===== config.mk =====
export PLATFORM = sky130hd
export DESIGN_NAME = simple_fifo_flagged
export DESIGN_NICKNAME = d
export VERILOG_FILES = /design/src/rtl/simple_fifo_flagged_pkg.sv /design/src/rtl/simple_fifo_mem.sv /design/src/rtl/simple_fifo_flagged.sv
export SDC_FILE = /design/constraint.sdc
export NUM_CORES = 1
export LEC_CHECK = 0
export BUFFER_PORTS_ARGS = -buffer_cell sky130_fd_sc_hd__buf_2
export CELL_PAD_IN_SITES_DETAIL_PLACEMENT = 1
export CELL_PAD_IN_SITES_GLOBAL_PLACEMENT = 1
export CORE_ASPECT_RATIO = 1.2
export CORE_MARGIN = 8
export CORE_UTILIZATION = 27
export CTS_BUF_LIST = sky130_fd_sc_hd__clkbuf_8
export CTS_CLUSTER_DIAMETER = 100
export CTS_CLUSTER_SIZE = 28
export DETAILED_ROUTE_END_ITERATION = 10
export PLACE_DENSITY_LB_ADDON = 0.1
export SLEW_MARGIN = 20
export SYNTH_ARGS = -nofsm -noshare
export SYNTH_HDL_FRONTEND = slang
export SYNTH_HIERARCHICAL = 1
export SYNTH_SLANG_ARGS = --single-unit

===== constraint.sdc =====
create_clock -name clk -period 2.64 [get_ports clk]
set_input_delay 0.132 -clock clk [delete_from_list [all_inputs] [get_ports clk]]
set_output_delay 0.132 -clock clk [all_outputs]
set_load 0.01 [all_outputs]

===== src/rtl/simple_fifo_flagged_pkg.sv =====
// Shared FIFO helpers: address/count width derivation reused across FIFO blocks.
package simple_fifo_flagged_pkg;

    function automatic int unsigned clog2(input int unsigned v);
        int unsigned r;
        int unsigned x;
        r = 0;
        x = v - 1;
        for (int i = 0; i < 32; i++) begin
            if (x != 0) begin
                r = r + 1;
                x = x >> 1;
            end
        end
        return r;
    endfunction

    // Count must represent 0..DEPTH inclusive, hence one bit wider than the pointer.
    function automatic int unsigned count_width(input int unsigned depth);
        return clog2(depth) + 1;
    endfunction

endpackage


===== src/rtl/simple_fifo_mem.sv =====
// DEPTH x WIDTH storage: one synchronous write port, one asynchronous read port, no reset.
module simple_fifo_mem
    import simple_fifo_flagged_pkg::*;
#(
    parameter int unsigned WIDTH = 8,
    parameter int unsigned DEPTH = 8
) (
    input  logic                     clk,
    input  logic                     we,
    input  logic [clog2(DEPTH)-1:0]  waddr,
    input  logic [WIDTH-1:0]         wdata,
    input  logic [clog2(DEPTH)-1:0]  raddr,
    output logic [WIDTH-1:0]         rdata
);

    logic [WIDTH-1:0] mem [DEPTH];

    always_ff @(posedge clk) begin
        if (we) begin
            mem[waddr] <= wdata;
        end
    end

    assign rdata = mem[raddr];

endmodule


===== src/rtl/simple_fifo_flagged.sv =====
// Single-clock FIFO with occupancy flags, sticky overflow/underflow and selectable
// registered-read or first-word-fall-through output.
module simple_fifo_flagged
    import simple_fifo_flagged_pkg::*;
#(
    parameter int unsigned WIDTH     = 8,
    parameter int unsigned DEPTH     = 8,
    parameter int unsigned FWFT      = 0,
    parameter int unsigned AFULL_TH  = DEPTH - 2,
    parameter int unsigned AEMPTY_TH = 1
) (
    input  logic                          clk,
    input  logic                          reset,
    input  logic                          clear,
    input  logic                          we,
    input  logic [WIDTH-1:0]              din,
    input  logic                          re,
    output logic [WIDTH-1:0]              dout,
    output logic                          valid,
    output logic                          empty,
    output logic                          full,
    output logic                          almost_empty,
    output logic                          almost_full,
    output logic [count_width(DEPTH)-1:0] count,
    output logic                          overflow,
    output logic                          underflow
);

    localparam int unsigned AW = clog2(DEPTH);
    localparam int unsigned CW = count_width(DEPTH);

    logic [AW-1:0]    wptr;
    logic [AW-1:0]    rptr;
    logic [CW-1:0]    cnt_nxt;
    logic             wr_acc;
    logic             rd_acc;
    logic [WIDTH-1:0] rd_data;

    assign wr_acc = we && !full && !clear;
    assign rd_acc = re && !empty && !clear;

    simple_fifo_mem #(
        .WIDTH (WIDTH),
        .DEPTH (DEPTH)
    ) u_mem (
        .clk   (clk),
        .we    (wr_acc),
        .waddr (wptr),
        .wdata (din),
        .raddr (rptr),
        .rdata (rd_data)
    );

    always_comb begin
        cnt_nxt = count;
        if (clear) begin
            cnt_nxt = '0;
        end else if (wr_acc && !rd_acc) begin
            cnt_nxt = count + CW'(1);
        end else if (rd_acc && !wr_acc) begin
            cnt_nxt = count - CW'(1);
        end
    end

    // Flags are registered alongside count so they always agree with it.
    always_ff @(posedge clk or posedge reset) begin
        if (reset) begin
            wptr         <= '0;
            rptr         <= '0;
            count        <= '0;
            empty        <= 1'b1;
            full         <= 1'b0;
            almost_empty <= 1'b1;
            almost_full  <= 1'b0;
            overflow     <= 1'b0;
            underflow    <= 1'b0;
        end else begin
            if (clear) begin
                wptr      <= '0;
                rptr      <= '0;
                overflow  <= 1'b0;
                underflow <= 1'b0;
            end else begin
                if (wr_acc) begin
                    wptr <= wptr + AW'(1);
                end
                if (rd_acc) begin
                    rptr <= rptr + AW'(1);
                end
                if (we && full) begin
                    overflow <= 1'b1;
                end
                if (re && empty) begin
                    underflow <= 1'b1;
                end
            end
            count        <= cnt_nxt;
            empty        <= (cnt_nxt == '0);
            full         <= (cnt_nxt == CW'(DEPTH));
            almost_full  <= (cnt_nxt >= CW'(AFULL_TH));
            almost_empty <= (cnt_nxt <= CW'(AEMPTY_TH));
        end
    end

    generate
        if (FWFT == 0) begin : g_reg_read
            logic [WIDTH-1:0] dout_q;
            logic             valid_q;

            // Popped word is captured; dout holds between pops and across clear.
            always_ff @(posedge clk or posedge reset) begin
                if (reset) begin
                    dout_q  <= '0;
                    valid_q <= 1'b0;
                end else begin
                    valid_q <= rd_acc;
                    if (rd_acc) begin
                        dout_q <= rd_data;
                    end
                end
            end

            assign dout  = dout_q;
            assign valid = valid_q;
        end else begin : g_fwft
            assign dout  = rd_data;
            assign valid = !empty;
        end
    endgenerate

endmodule


# Yosys cells after proc, flatten, opt, wreduce, memory -nomap -nowiden
# Memory sizes are Yosys's and may differ from the RTL's. A register that Yosys moved wholly into a read port is not among the register bits.
# Cells that the tools add are included.
# classes
addsub	4
n_lt_le_gt_ge	2
n_eq_ne	1
n_mux	13
reduce_logical	18
# op_table
operator	n
3-bit 2-to-1 mux	4
4-bit 2-to-1 mux	3
1-bit logical AND	8
2-bit nonzero test	4
3-bit by 1-bit adder with 3-bit output (second input constant)	2
1-bit 2-to-1 mux	6
1-bit zero test	5
4-bit by 1-bit adder with 4-bit output (second input constant)	1
4-bit == test (second input constant)	1
4-bit by 3-bit greater-or-equal comparator with 1-bit output (second input constant)	1
4-bit by 1-bit <= comparator with 1-bit output (second input constant)	1
4-bit zero test	1
4-bit by 1-bit subtractor with 4-bit output (second input constant)	1
# word_totals
reg_bits	17
ramBits	64
input_bits	13
out_inout_bits	19
wordCells	49
mem_count	1
# mem_list
memory	depth	width	rd	rd_ports_with_merged_regs	write_ports	line_no	text
u_mem.mem	8	8	1	1	1	simple_fifo_mem.sv:16	logic [WIDTH-1:0] mem [DEPTH];

# Longest topological paths before layout
# depth
ltp_word	9
depth_mapped	6
mapped_depth_nobuf	6

# Hierarchy
# The synthesis kept the hierarchy.
# modules_own_cells
module	instances	cells_per_inst	area_per_inst_um2	seq_area_each_um2
simple_fifo_mem	1	106	2531.2	1921.8
simple_fifo_flagged	1	95	1153.6	628.1

# Worst setup path after synthesis
# Ideal clock, no wire load.
# synth_timing
path_type	register to register
startpoint	reg full
endpoint	mem u_mem.mem[0][0], enable pin
setup_ps	383
arrival_time_ps	1485
required_time_ps	2257
path_slack_ps	771
stages_incl_launch_ff	5
n_path_buf	0
synth_period_minus_slack_ps	1869
cell_sequence	dfrtp_1 > nand2b_1 > nor2_1 > nand2b_1 > nor3_1
# synth_between
elab_chain_len	5
# synth_rtl
element	line_no	text
start, declared	simple_fifo_flagged.sv:21	output logic full,
start signal, assigned	simple_fifo_flagged.sv:99	full <= (cnt_nxt == CW'(DEPTH));
1-bit zero test	simple_fifo_flagged.sv:39	assign wr_acc = we && !full && !clear;
1-bit logical AND (2 in series)	simple_fifo_flagged.sv:39	
net wr_acc	simple_fifo_flagged.sv:35	logic wr_acc;
1-bit 2-to-1 mux	simple_fifo_mem.sv:19	if (we) begin
1-bit 2-to-1 mux (not written as such)	simple_fifo_mem.sv:20	mem[waddr] <= wdata;
end, declared	simple_fifo_mem.sv:16	
# The timed path passes the listed nets, and every way through them passes these cells.

# Worst setup path in the final report
# layout_timing
startpoint	reg count[1]
endpoint	reg full
# layout_between
elab_chain_len	5
word_cells_on_any_way	6
classes_between	2 x add/sub; 1 x eq/ne; 3 x mux
# layout_rtl
element	line_no	text
start, declared	simple_fifo_flagged.sv:24	output logic [count_width(DEPTH)-1:0] count,
start signal, assigned	simple_fifo_flagged.sv:97	count <= cnt_nxt;
4-bit by 1-bit subtractor with 4-bit output	simple_fifo_flagged.sv:61	cnt_nxt = count - CW'(1);
4-bit 2-to-1 mux	simple_fifo_flagged.sv:60	end else if (rd_acc && !wr_acc) begin
4-bit 2-to-1 mux *	simple_fifo_flagged.sv:58	end else if (wr_acc && !rd_acc) begin
4-bit 2-to-1 mux *	simple_fifo_flagged.sv:56	if (clear) begin
net cnt_nxt[1]	simple_fifo_flagged.sv:34	logic [CW-1:0] cnt_nxt;
4-bit == test *	simple_fifo_flagged.sv:99	
# Mark *: on every way through the listed nets, which the timed path passes. The rest lies on a longest branch.
# A chain may end at the register's enable or synchronous reset.

==> results.yml <==
worst_hold_path:
  holdPathEnd: "overflow"
  hold_depth: 3
  hp-class: "in2reg"
  min_from: "we"
sta:
  skew_ps: 13.2
  layout_setup_ws_ps: 642
  tightest_slew_ps: 676
  hold_viol: 0
  fmax_mhz: 501
  fin_crit_ps: 2000
  report.final.slew_viol_count: 0
  finalSetupTns_ps: 0
  max_slew_margin_pct: 54.9
  min_period_over_period_pct: 75.7
  setup_viol: 0
  rsz0062_at_grt: "false"
worst_setup_path:
  r2r_setup_slack_ps: 640
  r2r-start: "count[1]"
  cp.required_ps: 2920
  worst-path-buf-inv: 1
  critPathSlowestCell: "dfrtp_1"
  critPathKind: "reg2reg"
  cp-end-kind: "register"
  path_max_fanout: 6
  crit_arrival_ps: 2280
  reg2reg_to: "full"
  r2r_cells: 6
  cp-start-kind: "register"
  crit_chain: "inv_1 > ha_1 > mux2_4 > a22o_1 > a211o_1 > nor3b_2"
  cp_slowest_stage_delay_ps: 460
  crit_family: "compound AO/OA/AOI/OAI gates"
logic_synthesis:
  yosysSeqAreaShare_pct: 69.2
  synthesis.area_um2: 3680
  ys_types: 38
  ys_warn_count: 6
  ys_ff_latch: 89
  synth.area.mux_share_pct: 16.9
  synth_top_family_by_area: "multiplexers"
  synth_adder_area_share_pct: 1.36
  syn_area_per_cell_um2: 18.3
  synth_compound_area_share_pct: 1.87
  synth-simple-area-share_pct: 6.55
  synth_cells: 201
  synth_xor_area_share_pct: 1.43
  syn_nets: 218
clock_network:
  clk_pin_slew_worst_paths_ps: 90
  clk_latency_ps: 360
  numClockSinks: 89
  numCtsBuffers: 9
  cts_tree: "done"
  cts_root_buf: "clkbuf_8"
  post_cts_buffers: 0
  cts-htree-levels: 3
  clockBufferDepth: 2
drt:
  via_count: 1878
  wl_per_cell_um: 20.2
  ant_nets: 0
  drt_iter0_drc: 69
  drc: 0
  dr.pass1.iters: 4
  drt_wl_total_um: 8520
  vias_per_cell: 4.46
flow_run:
  maxCapViolCount: 0
pwr:
  p_leak_nw: 1.59
  p_per_area_nw_per_um2: 809
  power_mw: 3.45
  irDropWorstVdd_mv: 0.322
place:
  place.gp.congestion: 0.705
  dp_hpwl_um: 5740
  dp_cells: 404
  dp_slack_ps: 645
  io_buffers: 31
global_routing:
  grt_pass1_vias: 2171
  antenna_found_initial: 0
  grt_use_total_pct: 10.5
  grt_pass1_wl_um: 13200
  overflow: 0
  grt_max_degree: 26
run_status:
  status: "finished, final reports clean"
die:
  core_area_um2: 13300
  io_pins: 32
  die_x_um: 123
  chipHeight_um: 144
  initial_utilization_pct: 27.7
  rows: 46
  fp.dieArea_um2: 17700
final_layout:
  nNetsFinal: 265
  syn2layout_area_growth_pct: 15.8
  diodes: 0
  ff_latch_area_um2: 2550
  instances_no_fill: 421
  drive_gt1_share_pct: 33.6
  multiInputGateArea_um2: 1030
  fillers: 1366
==> cell usage in the layout (no fill, tap or decap), types with 2 or more instances in the layout <==
cell type and n:
nor3_1 4, buf_4 13, dfrtp_1 23, mux4_1 15, mux2_2 16, inv_1 4, xnor2_1 4, ha_1 4
edfxtp_1 64, nand3_1 4, nor2_1 16, a21oi_1 4, nand2_1 8, nand2b_1 5, dfstp_2 2, buf_2 31
xor2_1 2, clkbuf_8 10
==> final cells by class <==
class	instances	share of cell area [%]
multi-input combinational	100	24.3
tap	168	4.93
timing repair buffer	45	6.16
clock inverter	6	1.38
clock buffer	10	3.23
inverter	3	0.264
sequential	89	59.8
==> Yosys cell counts <==
cell type | count | area share [%]
nor3_1 | 4 | 0.54
mux2_4 | 1 | 0.41
nor2_2 | 1 | 0.17
buf_6 | 5 | 1.5
nor2b_4 | 1 | 0.37
and3_1 | 1 | 0.17
nand2_1 | 8 | 0.81
dfrtp_1 | 23 | 16
dfstp_2 | 2 | 1.4
and3b_1 | 1 | 0.24
mux2i_1 | 1 | 0.27
mux2_2 | 16 | 4.9
ha_1 | 4 | 1.4
nand2b_1 | 5 | 0.85
xor2_1 | 2 | 0.48
clkbuf_1 | 1 | 0.10
and2b_2 | 1 | 0.24
a21o_2 | 1 | 0.24
buf_2 | 1 | 0.14
buf_1 | 1 | 0.10
inv_1 | 3 | 0.31
a211o_1 | 1 | 0.24
mux4_1 | 15 | 11
edfxtp_1 | 64 | 52
mux4_2 | 1 | 0.61
a211oi_1 | 1 | 0.20
a21o_1 | 1 | 0.20
nor3_2 | 1 | 0.27
xnor2_1 | 4 | 0.95
a21oi_1 | 4 | 0.54
nor2_1 | 16 | 1.6
buf_12 | 1 | 0.54
and2_2 | 1 | 0.20
a22o_1 | 1 | 0.24
nor2b_1 | 1 | 0.17
nor3b_2 | 1 | 0.34
nand3_1 | 4 | 0.54
a21boi_0 | 1 | 0.20
==> what timing repair did <==
action / CTS / global route
resized for setup: 0 / 0
endpoints found under the hold margin: 23 / 0
hold buffers: 1 / 0
==> registers in the layout, indices dropped and copies added, names as in the netlist <==
signal / cells
almost_empty: 1
almost_full: 1
count: 4
dout: 8
empty: 1
full: 1
overflow: 1
rptr: 3
u_mem/mem: 64
underflow: 1
valid: 1
wptr: 3
==> cell families (layout without fill, tap and decap cells) <==
| group | count (synthesis) | after routing |
|---|---|---|
| mux | 34 | 34 |
| buf+inv | 12 | 64 |
| xor+xnor | 6 | 6 |
| fa+ha+maj | 4 | 4 |
| simple gates | 46 | 46 |
| compound gates | 10 | 10 |
| flops | 89 | 89 |
==> stage by stage <==
step / cell area, um^2 / hold slack, ps / util (%)
6_report: 4270 / 44.0 / 32.1
5_1_grt: 4270 / 43.8 / 32.1
3_3_place_gp: 4060 / 237 / 30.5
4_1_cts: 4270 / 20.5 / 32.1
2_1_floorplan: 3680 / 158 / -
3_5_place_dp: 4060 / 238 / 30.5
==> worst register-to-register path, delay by kind of cell, from the launching register on <==
kind	cells	cell delay, ps
compound gates	2	590
fa+ha+maj	1	300
buf+inv	1	100
flops	1	460
mux	1	270
simple gates	1	210
==> power breakdown <==
group | switching, mW | internal (mW) | total (mW)
sequential | 0.113 | 1.65 | 1.77
clock | 0.485 | 0.457 | 0.942
combinational | 0.367 | 0.377 | 0.744
total | 0.965 | 2.49 | 3.45
==> metal layers <==
metal | GRT usage (%) | vias up | share of wire, %
met5 | 0 | - | 0
met4 | 4.24 | 0 | 1.4
met3 | 2.46 | 10 | 3.1
met2 | 18.1 | 32 | 52
met1 | 12.4 | 968 | 44
li1 | - | 868 | -
==> how the worst max path moves through the flow <==
stage	slack, ps	startpoint	cells past startpoint	end
after floorplan	770	full	4	u_mem/mem[0][0]
after global placement	620	full	5	full
after detailed placement	640	count[1]	6	full
after CTS	590	full	5	full
after global routing	520	full	5	full
final	640	count[1]	6	full
No activity file was read; power rests on OpenSTA's default activity.
